File: config.mk
export PLATFORM = sky130hd
export DESIGN_NAME = alu_cmd_issue
export DESIGN_NICKNAME = d
export VERILOG_FILES = /design/src/rtl/alu_cmd_issue.sv
export SDC_FILE = /design/constraint.sdc
export NUM_CORES = 1
export LEC_CHECK = 0
export BUFFER_PORTS_ARGS = -buffer_cell sky130_fd_sc_hd__buf_2
export CORE_MARGIN = 1
export CORE_UTILIZATION = 40
export DETAILED_ROUTE_END_ITERATION = 6
export GPL_TIMING_DRIVEN = 1
export PLACE_DENSITY_LB_ADDON = 0.2
export SYNTH_ARGS = -nofsm -noshare
export SYNTH_HDL_FRONTEND = slang
export SYNTH_SLANG_ARGS = --single-unit
export TNS_END_PERCENT = 1
File: constraint.sdc
create_clock -name clk -period 3.8 [get_ports clk]
set_input_delay 0.19 -clock clk [delete_from_list [all_inputs] [get_ports clk]]
set_output_delay 0.19 -clock clk [all_outputs]
set_load 0.02 [all_outputs]
File: src/rtl/alu_cmd_issue.sv
// alu_cmd_issue: issue stage for the 3-bit ALU.
// Buffers {a, b, op} commands in a DEPTH-entry FIFO. The FIFO head drives
// the ALU operands combinationally, and the ALU result is captured into a
// registered valid/ready output. Sustains one command per clock when the
// consumer keeps up.
// Ports:
//   clk, rst_n                    clock, async active-low reset
//   cmd_valid/cmd_ready           producer handshake
//   cmd_a, cmd_b, cmd_op          command payload
//   alu_a, alu_b, alu_opcode      FIFO head to ALU (all zero when empty)
//   alu_z                         ALU result (combinational)
//   res_valid/res_ready           consumer handshake
//   res_data, res_op              registered result and its opcode
//   count                         FIFO occupancy
module alu_cmd_issue #(
  parameter int DEPTH = 4,
  parameter int AW    = 3,
  parameter int OW    = 2,
  localparam int PW   = $clog2(DEPTH),
  localparam int CW   = $clog2(DEPTH) + 1
) (
  input  logic          clk,
  input  logic          rst_n,
  input  logic          cmd_valid,
  output logic          cmd_ready,
  input  logic [AW-1:0] cmd_a,
  input  logic [AW-1:0] cmd_b,
  input  logic [OW-1:0] cmd_op,
  output logic [AW-1:0] alu_a,
  output logic [AW-1:0] alu_b,
  output logic [OW-1:0] alu_opcode,
  input  logic [AW:0]   alu_z,
  output logic          res_valid,
  input  logic          res_ready,
  output logic [AW:0]   res_data,
  output logic [OW-1:0] res_op,
  output logic [CW-1:0] count
);

  typedef struct packed {
    logic [AW-1:0] a;
    logic [AW-1:0] b;
    logic [OW-1:0] op;
  } cmd_t;

  cmd_t          mem [DEPTH];
  cmd_t          head;
  logic [PW-1:0] wr_ptr, rd_ptr;
  logic          nempty, push, pop;

  // cmd_ready looks only at registered occupancy. A full FIFO stays
  // closed in the cycle it pops, which keeps ready off the pop path.
  assign cmd_ready = (count < CW'(DEPTH));
  assign nempty    = (count != '0);
  assign push      = cmd_valid && cmd_ready;
  assign pop       = nempty && (!res_valid || res_ready);

  assign head       = mem[rd_ptr];
  assign alu_a      = nempty ? head.a  : '0;
  assign alu_b      = nempty ? head.b  : '0;
  assign alu_opcode = nempty ? head.op : '0;

  // Storage is not reset. A reset zeroes the count, so stale entries are
  // never presented.
  always_ff @(posedge clk) begin
    if (push) mem[wr_ptr] <= {cmd_a, cmd_b, cmd_op};
  end

  always_ff @(posedge clk or negedge rst_n) begin
    if (!rst_n) begin
      wr_ptr    <= '0;
      rd_ptr    <= '0;
      count     <= '0;
      res_valid <= 1'b0;
      res_data  <= '0;
      res_op    <= '0;
    end else begin
      if (push) wr_ptr <= wr_ptr + 1'b1;
      if (pop)  rd_ptr <= rd_ptr + 1'b1;

      case ({push, pop})
        2'b10:   count <= count + 1'b1;
        2'b01:   count <= count - 1'b1;
        default: ;
      endcase

      // Issue: the head's ALU result lands in the output register as the
      // entry pops. Without a head, an accepted result only clears valid.
      if (pop) begin
        res_data  <= alu_z;
        res_op    <= head.op;
        res_valid <= 1'b1;
      end else if (res_valid && res_ready) begin
        res_valid <= 1'b0;
      end
    end
  end

endmodule

; ---- Yosys cells after proc, flatten, opt, wreduce, memory -nomap -nowiden
; Memories as Yosys holds them, arrays and structs flattened.
; Index checks and enable logic that the tools add are counted.
[op_classes]
addsub = 4
multipliers = 0
div = 0
order_cmp = 1
n_eq_ne = 2
shift = 0
mux = 8
bitwise = 0
n_reduce_logical = 8
[op_table]
columns = op, count
row1 = 3-bit 2-to-1 mux, 2
row2 = 3-bit case mux with 2 select lines, 1
row3 = 2-bit by 1-bit adder with 2-bit output (second input constant), 2
row4 = 1-bit 2-to-1 mux, 4
row5 = 2-bit nonzero test, 2
row6 = 3-bit by 1-bit adder with 3-bit output (second input constant), 1
row7 = 1-bit logical AND, 3
row8 = 3-bit less-than comparator (second input constant), 1
row9 = 3-bit nonzero test, 1
row10 = 3-bit by 1-bit subtractor with 3-bit output (second input constant), 1
row11 = 2-bit by 1-bit == test with 1-bit output (second input constant), 1
row12 = 2-bit == test (second input constant), 1
row13 = 2-bit 2-to-1 mux, 1
row14 = 1-bit zero test, 1
row15 = 1-bit logical OR, 1
[word_totals]
ff_bits = 14
latch_bits = 0
ram_bits = 32
rom_bits = 0
in_bits = 16
output_inout_bits = 19
wordCells = 30
n_memories = 1
[memory_table]
columns = memory, words, width, rd, rd_ports_with_merged_regs, wr, line_no
row1 = mem, 4, 8, 1, 0, 1, 46  ; cmd_t mem [DEPTH];

; ---- Logic depth before layout (Yosys ltp)
[depth]
ltp_word = 5
depth_mapped = 9
mapped_depth_nobuf = 8

; ---- Worst setup path before layout
; OpenSTA, ideal clock, no wires.
[synth_path]
path_kind = reg-to-reg
start = register res_valid
end = register count[2]
setup_time_ns = 0.080
arrival_time_ns = 1.837
required_time_ns = 3.720
setup_slack_ns = 1.883
path_stages_with_launch = 10
path_buffers = 1
period_less_slack_ns = 1.917
path_cell_list = dfrtp_1 -> nand2b_1 -> nor2b_1 -> buf_2 -> ha_1 -> inv_1 -> fa_1 -> xor2_1 -> nor2_1 -> xnor2_1
[synth_via]
elab_chain_len = 5
word_cells_on_any_way = 7
[synth_lines]
columns = item, line_no
row1 = "start, declared", 33  ; output logic res_valid,
row2 = "start signal, assigned", 74  ; res_valid <= 1'b0;
row3 = "start signal, assigned", 92  ; res_valid <= 1'b1;
row4 = "start signal, assigned", 94  ; res_valid <= 1'b0;
row5 = 1-bit zero test (*), 56  ; assign pop = nempty && (!res_valid || res_ready);
row6 = 1-bit logical OR (*), 56
row7 = 1-bit logical AND (*), 56
row8 = net pop, 49  ; logic nempty, push, pop;
row9 = 2-bit by 1-bit == test with 1-bit output or 2-bit == test (tied branches), 81  ; case ({push, pop})
row10 = 3-bit case mux with 2 select lines or 2-bit nonzero test (tied branches), --
row11 = "end signal, assigned", 82  ; 2'b10: count <= count + 1'b1;
row12 = "end signal, assigned", 83  ; 2'b01: count <= count - 1'b1;
row13 = "end, declared", 37  ; output logic [CW-1:0] count
; Mark *: on every way through the listed nets, which the timed path passes. The rest lies on a longest branch.
; A chain may end at the register's enable or synchronous reset.

; ---- Final worst setup path
[layout_path]
start = register count[2]
end = register count[2]
[layout_via]
elab_chain_len = 4
word_cells_on_any_way = 10
[layout_lines]
columns = item, line_no
row1 = 3-bit less-than comparator or 3-bit nonzero test (tied branches), "53, 54"
row2 = 1-bit logical AND (on tied branches), "55, 56"
row3 = 2-bit by 1-bit == test with 1-bit output or 2-bit == test (tied branches), 81
row4 = 3-bit case mux with 2 select lines or 2-bit nonzero test (tied branches), --
; Parallel ways exist; a longest one is shown, timed or not.

==> flow_metrics.py <==
metrics = {
    "global_route": {
        "grt_use_total_pct": 13.79,
        "grt_pass1_wl_um": 5009,
        "grt_pass1_vias": 1010,
        "grt_antenna_before_repair": 0,
        "grt_max_degree": 15,
        "grt.overflow.total": 0,
    },
    "status": {
        "violations": "DRC",
        "status": "finished, violations left",
    },
    "final_layout": {
        "multiInputGateArea_um2": 546.8,
        "n_antenna_cell": 0,
        "syn2layout_area_growth_pct": 15.83,
        "ff_latch_area_um2": 1311,
        "final_area_um2": 2216,
        "nets": 166,
        "n_fill_cell": 388,
        "drive_gt1_share_pct": 34.72,
    },
    "synth": {
        "ys.flop_type": "edfxtp_1",
        "yosysSeqAreaShare_pct": 68.54,
        "syn_nets": 128,
        "synth_most_common_cell": "edfxtp_1",
        "async_flop_share_pct": 30.43,
        "synth_common_cells": "32 x edfxtp_1, 14 x dfrtp_1, 10 x nor2b_1",
        "yosys_warnings": 0,
        "syn_inst": 106,
        "postSynthAreaPerCell_um2": 18.05,
        "yosys.cell_types.count": 24,
        "syn_area_um2": 1913,
        "yosysTopAreaCell": "edfxtp_1",
        "synth.top_cell.area_share_pct": 50.23,
        "synth_enable_flop_cells": 32,
        "synth_area_leaders": "edfxtp_1 50%, dfrtp_1 18%, mux4_1 8.2%, ha_1 3.3%, nor2b_1 3.3%",
        "synth-seq-cells": 46,
    },
    "critical_path": {
        "rrSetupSlack_ns": 1.31,
        "cp-start-kind": "flop",
        "timing.rr.start": "count[2]",
        "required_ns": 4.01,
        "startpoint": "count[2]",
        "critical_path_class": "flop to flop",
        "crit_slowest_cell": "nor2b_1",
        "crit_path_max_incr_delay_ns": 0.62,
        "worst-path-buf-inv": 2,
        "cp.arrival_ns": 2.71,
        "cp_max_fo": 11,
        "critical_path.top_delay_family": "simple AND/OR/NAND/NOR gates",
        "endpoint_kind": "flop",
        "worstPathCellList": "nor3_1 -> buf_4 -> nor2b_1 -> ha_1 -> inv_1 -> fa_1 -> xor2_1 -> nor2_1 -> xnor2_1",
    },
    "floorplanning": {
        "io_pins": 35,
        "die-area_um2": 5063,
        "core_um2": 4474,
        "fp.dieH_um": 71.16,
        "start_util_pct": 42.76,
        "std_cell_rows": 24,
        "die_x_um": 71.16,
    },
    "clock_network": {
        "cts_buffers": 5,
        "cts-resized-gates": 0,
        "clk_pin_slew_worst_paths_ns": 0.08,
        "root_buffer": "clkbuf_8",
        "cts_tree": "done",
        "cts_sinks": 46,
        "cts_max_path_buffers": 2,
        "worstSkewPairLatency_ns": 0.29,
        "htree_levels": 2,
    },
    "sta": {
        "fmax_mhz": 401.4,
        "layout_min_cycle_time_ns": 2.491,
        "relSlewSlack_pct": 48.29,
        "rsz0062_at_grt": "no",
        "hold_viol": 0,
        "post-route-period-util_pct": 65.56,
        "report.final.slew_viol_count": 0,
        "fin_tns_setup_ns": 0,
        "setup_viol": 0,
        "tightest_slew_ns": 0.7740,
        "finalClockSkew_ns": 0.004182,
    },
    "power_and_ir_drop": {
        "p_leak_nw": 0.9024,
        "peakVddDrop_mv": 0.2825,
        "powerDensity_nw_per_um2": 766.7,
        "power_mw": 1.699,
    },
    "min_path": {
        "hold_start": "cmd_a[1]",
        "min_path_type": "primary input to flop",
    },
    "place": {
        "gp_congestion": 0.6529,
        "place_area_um2": 2127,
        "portBuffers": 34,
        "hpwl_um": 2143,
    },
    "route": {
        "viasPerCell": 4.929,
        "drtPass1Iterations": 7,
        "wl_per_cell_um": 15.50,
        "drc": 1,
        "drt.antenna.violating_nets": 0,
        "drtIter0Drc": 44,
        "vias": 966,
        "wl_um": 3038,
    },
    "job": {
        "cap_viol_max_count": 0,
    },
}
metrics by stage:
step | hold WS [ns] | utilization [%] | worst slack, ns | instances
floorplan | -0.1056 | - | 1.883 | 106
global placement | 0.09679 | 47.54 | 1.393 | 188
detailed placement | 0.1050 | 47.54 | 1.308 | 188
CTS | 0.1015 | 49.52 | 1.282 | 196
global route | 0.09138 | 49.52 | 1.030 | 196
finish | 0.1103 | 49.52 | 1.309 | 196
path summary, 6_finish.rpt:
| path | endpoint | depth (start not counted) |
|---|---|---|
| worst max-delay path | count[2] | 9 |
| worst min-delay path | mem[3][6] | 1 |
| worst max register to register | count[2] | 9 |
| worst min register to register | res_data[3] | 1 |
| max in group asynchronous | wr_ptr[0] | 2 |
| min in group asynchronous | res_data[2] | 2 |
where the power goes:
group,switching (mW),total (mW),internal [mW],leakage (nW)
Sequential,0.0918,0.752,0.660,0.452
Clock,0.146,0.270,0.123,0.0438
Combinational,0.367,0.677,0.310,0.407
Total,0.606,1.70,1.09,0.902
flip-flops by register name, summed over array words and instances (netlist names):
name,flops
count,3
mem,32
rd_ptr,2
res_data,4
res_op,2
res_valid,1
wr_ptr,2
cells in the final DEF, fill, tap and decap left out, types with 2 or more instances in the layout:
master    netlist  routed
nand2_1         2       2
dfrtp_1        14      14
xnor2_1         3       3
clkinv_2        0       2
mux4_2          2       2
mux2_2          4       4
inv_1           7       7
clkbuf_8        0       5
nor2b_1        10      10
mux2_4          2       2
edfxtp_1       32      32
ha_1            5       5
buf_2           1      34
xor2_1          3       3
mux4_1          6       6
and2_1          4       4
kinds of logic after synthesis:
logic type,count (synthesis),synth area share [%]
flops,46,68.54
xor+xnor,6,2.747
mux,15,15.04
simple gates,20,6.213
fa+ha+maj,6,4.317
compound gates,1,0.2614
buf+inv,12,2.878
routing by layer:
metal	wire (µm)	up-vias	global-route usage, %
met3	133	5	5.271
li1	-	459	-
met4	50	0	5.333
met2	1558	19	21.80
met5	0	-	0
met1	1295	483	17.22
repair_timing:
item	in CTS	in global routing
buffers inserted	0	0
endpoints found under the hold margin	14	0
hold buffers	1	0
final cells by class:
type | count | area share [%]
well taps | 52 | 2.936
inverters | 7 | 1.186
multi-input cells | 48 | 24.68
clock buffers | 5 | 3.106
repair buffers | 36 | 8.470
flip-flops and latches | 46 | 59.18
clock inverters | 2 | 0.4517
No activity file was read; power rests on OpenSTA's default activity.
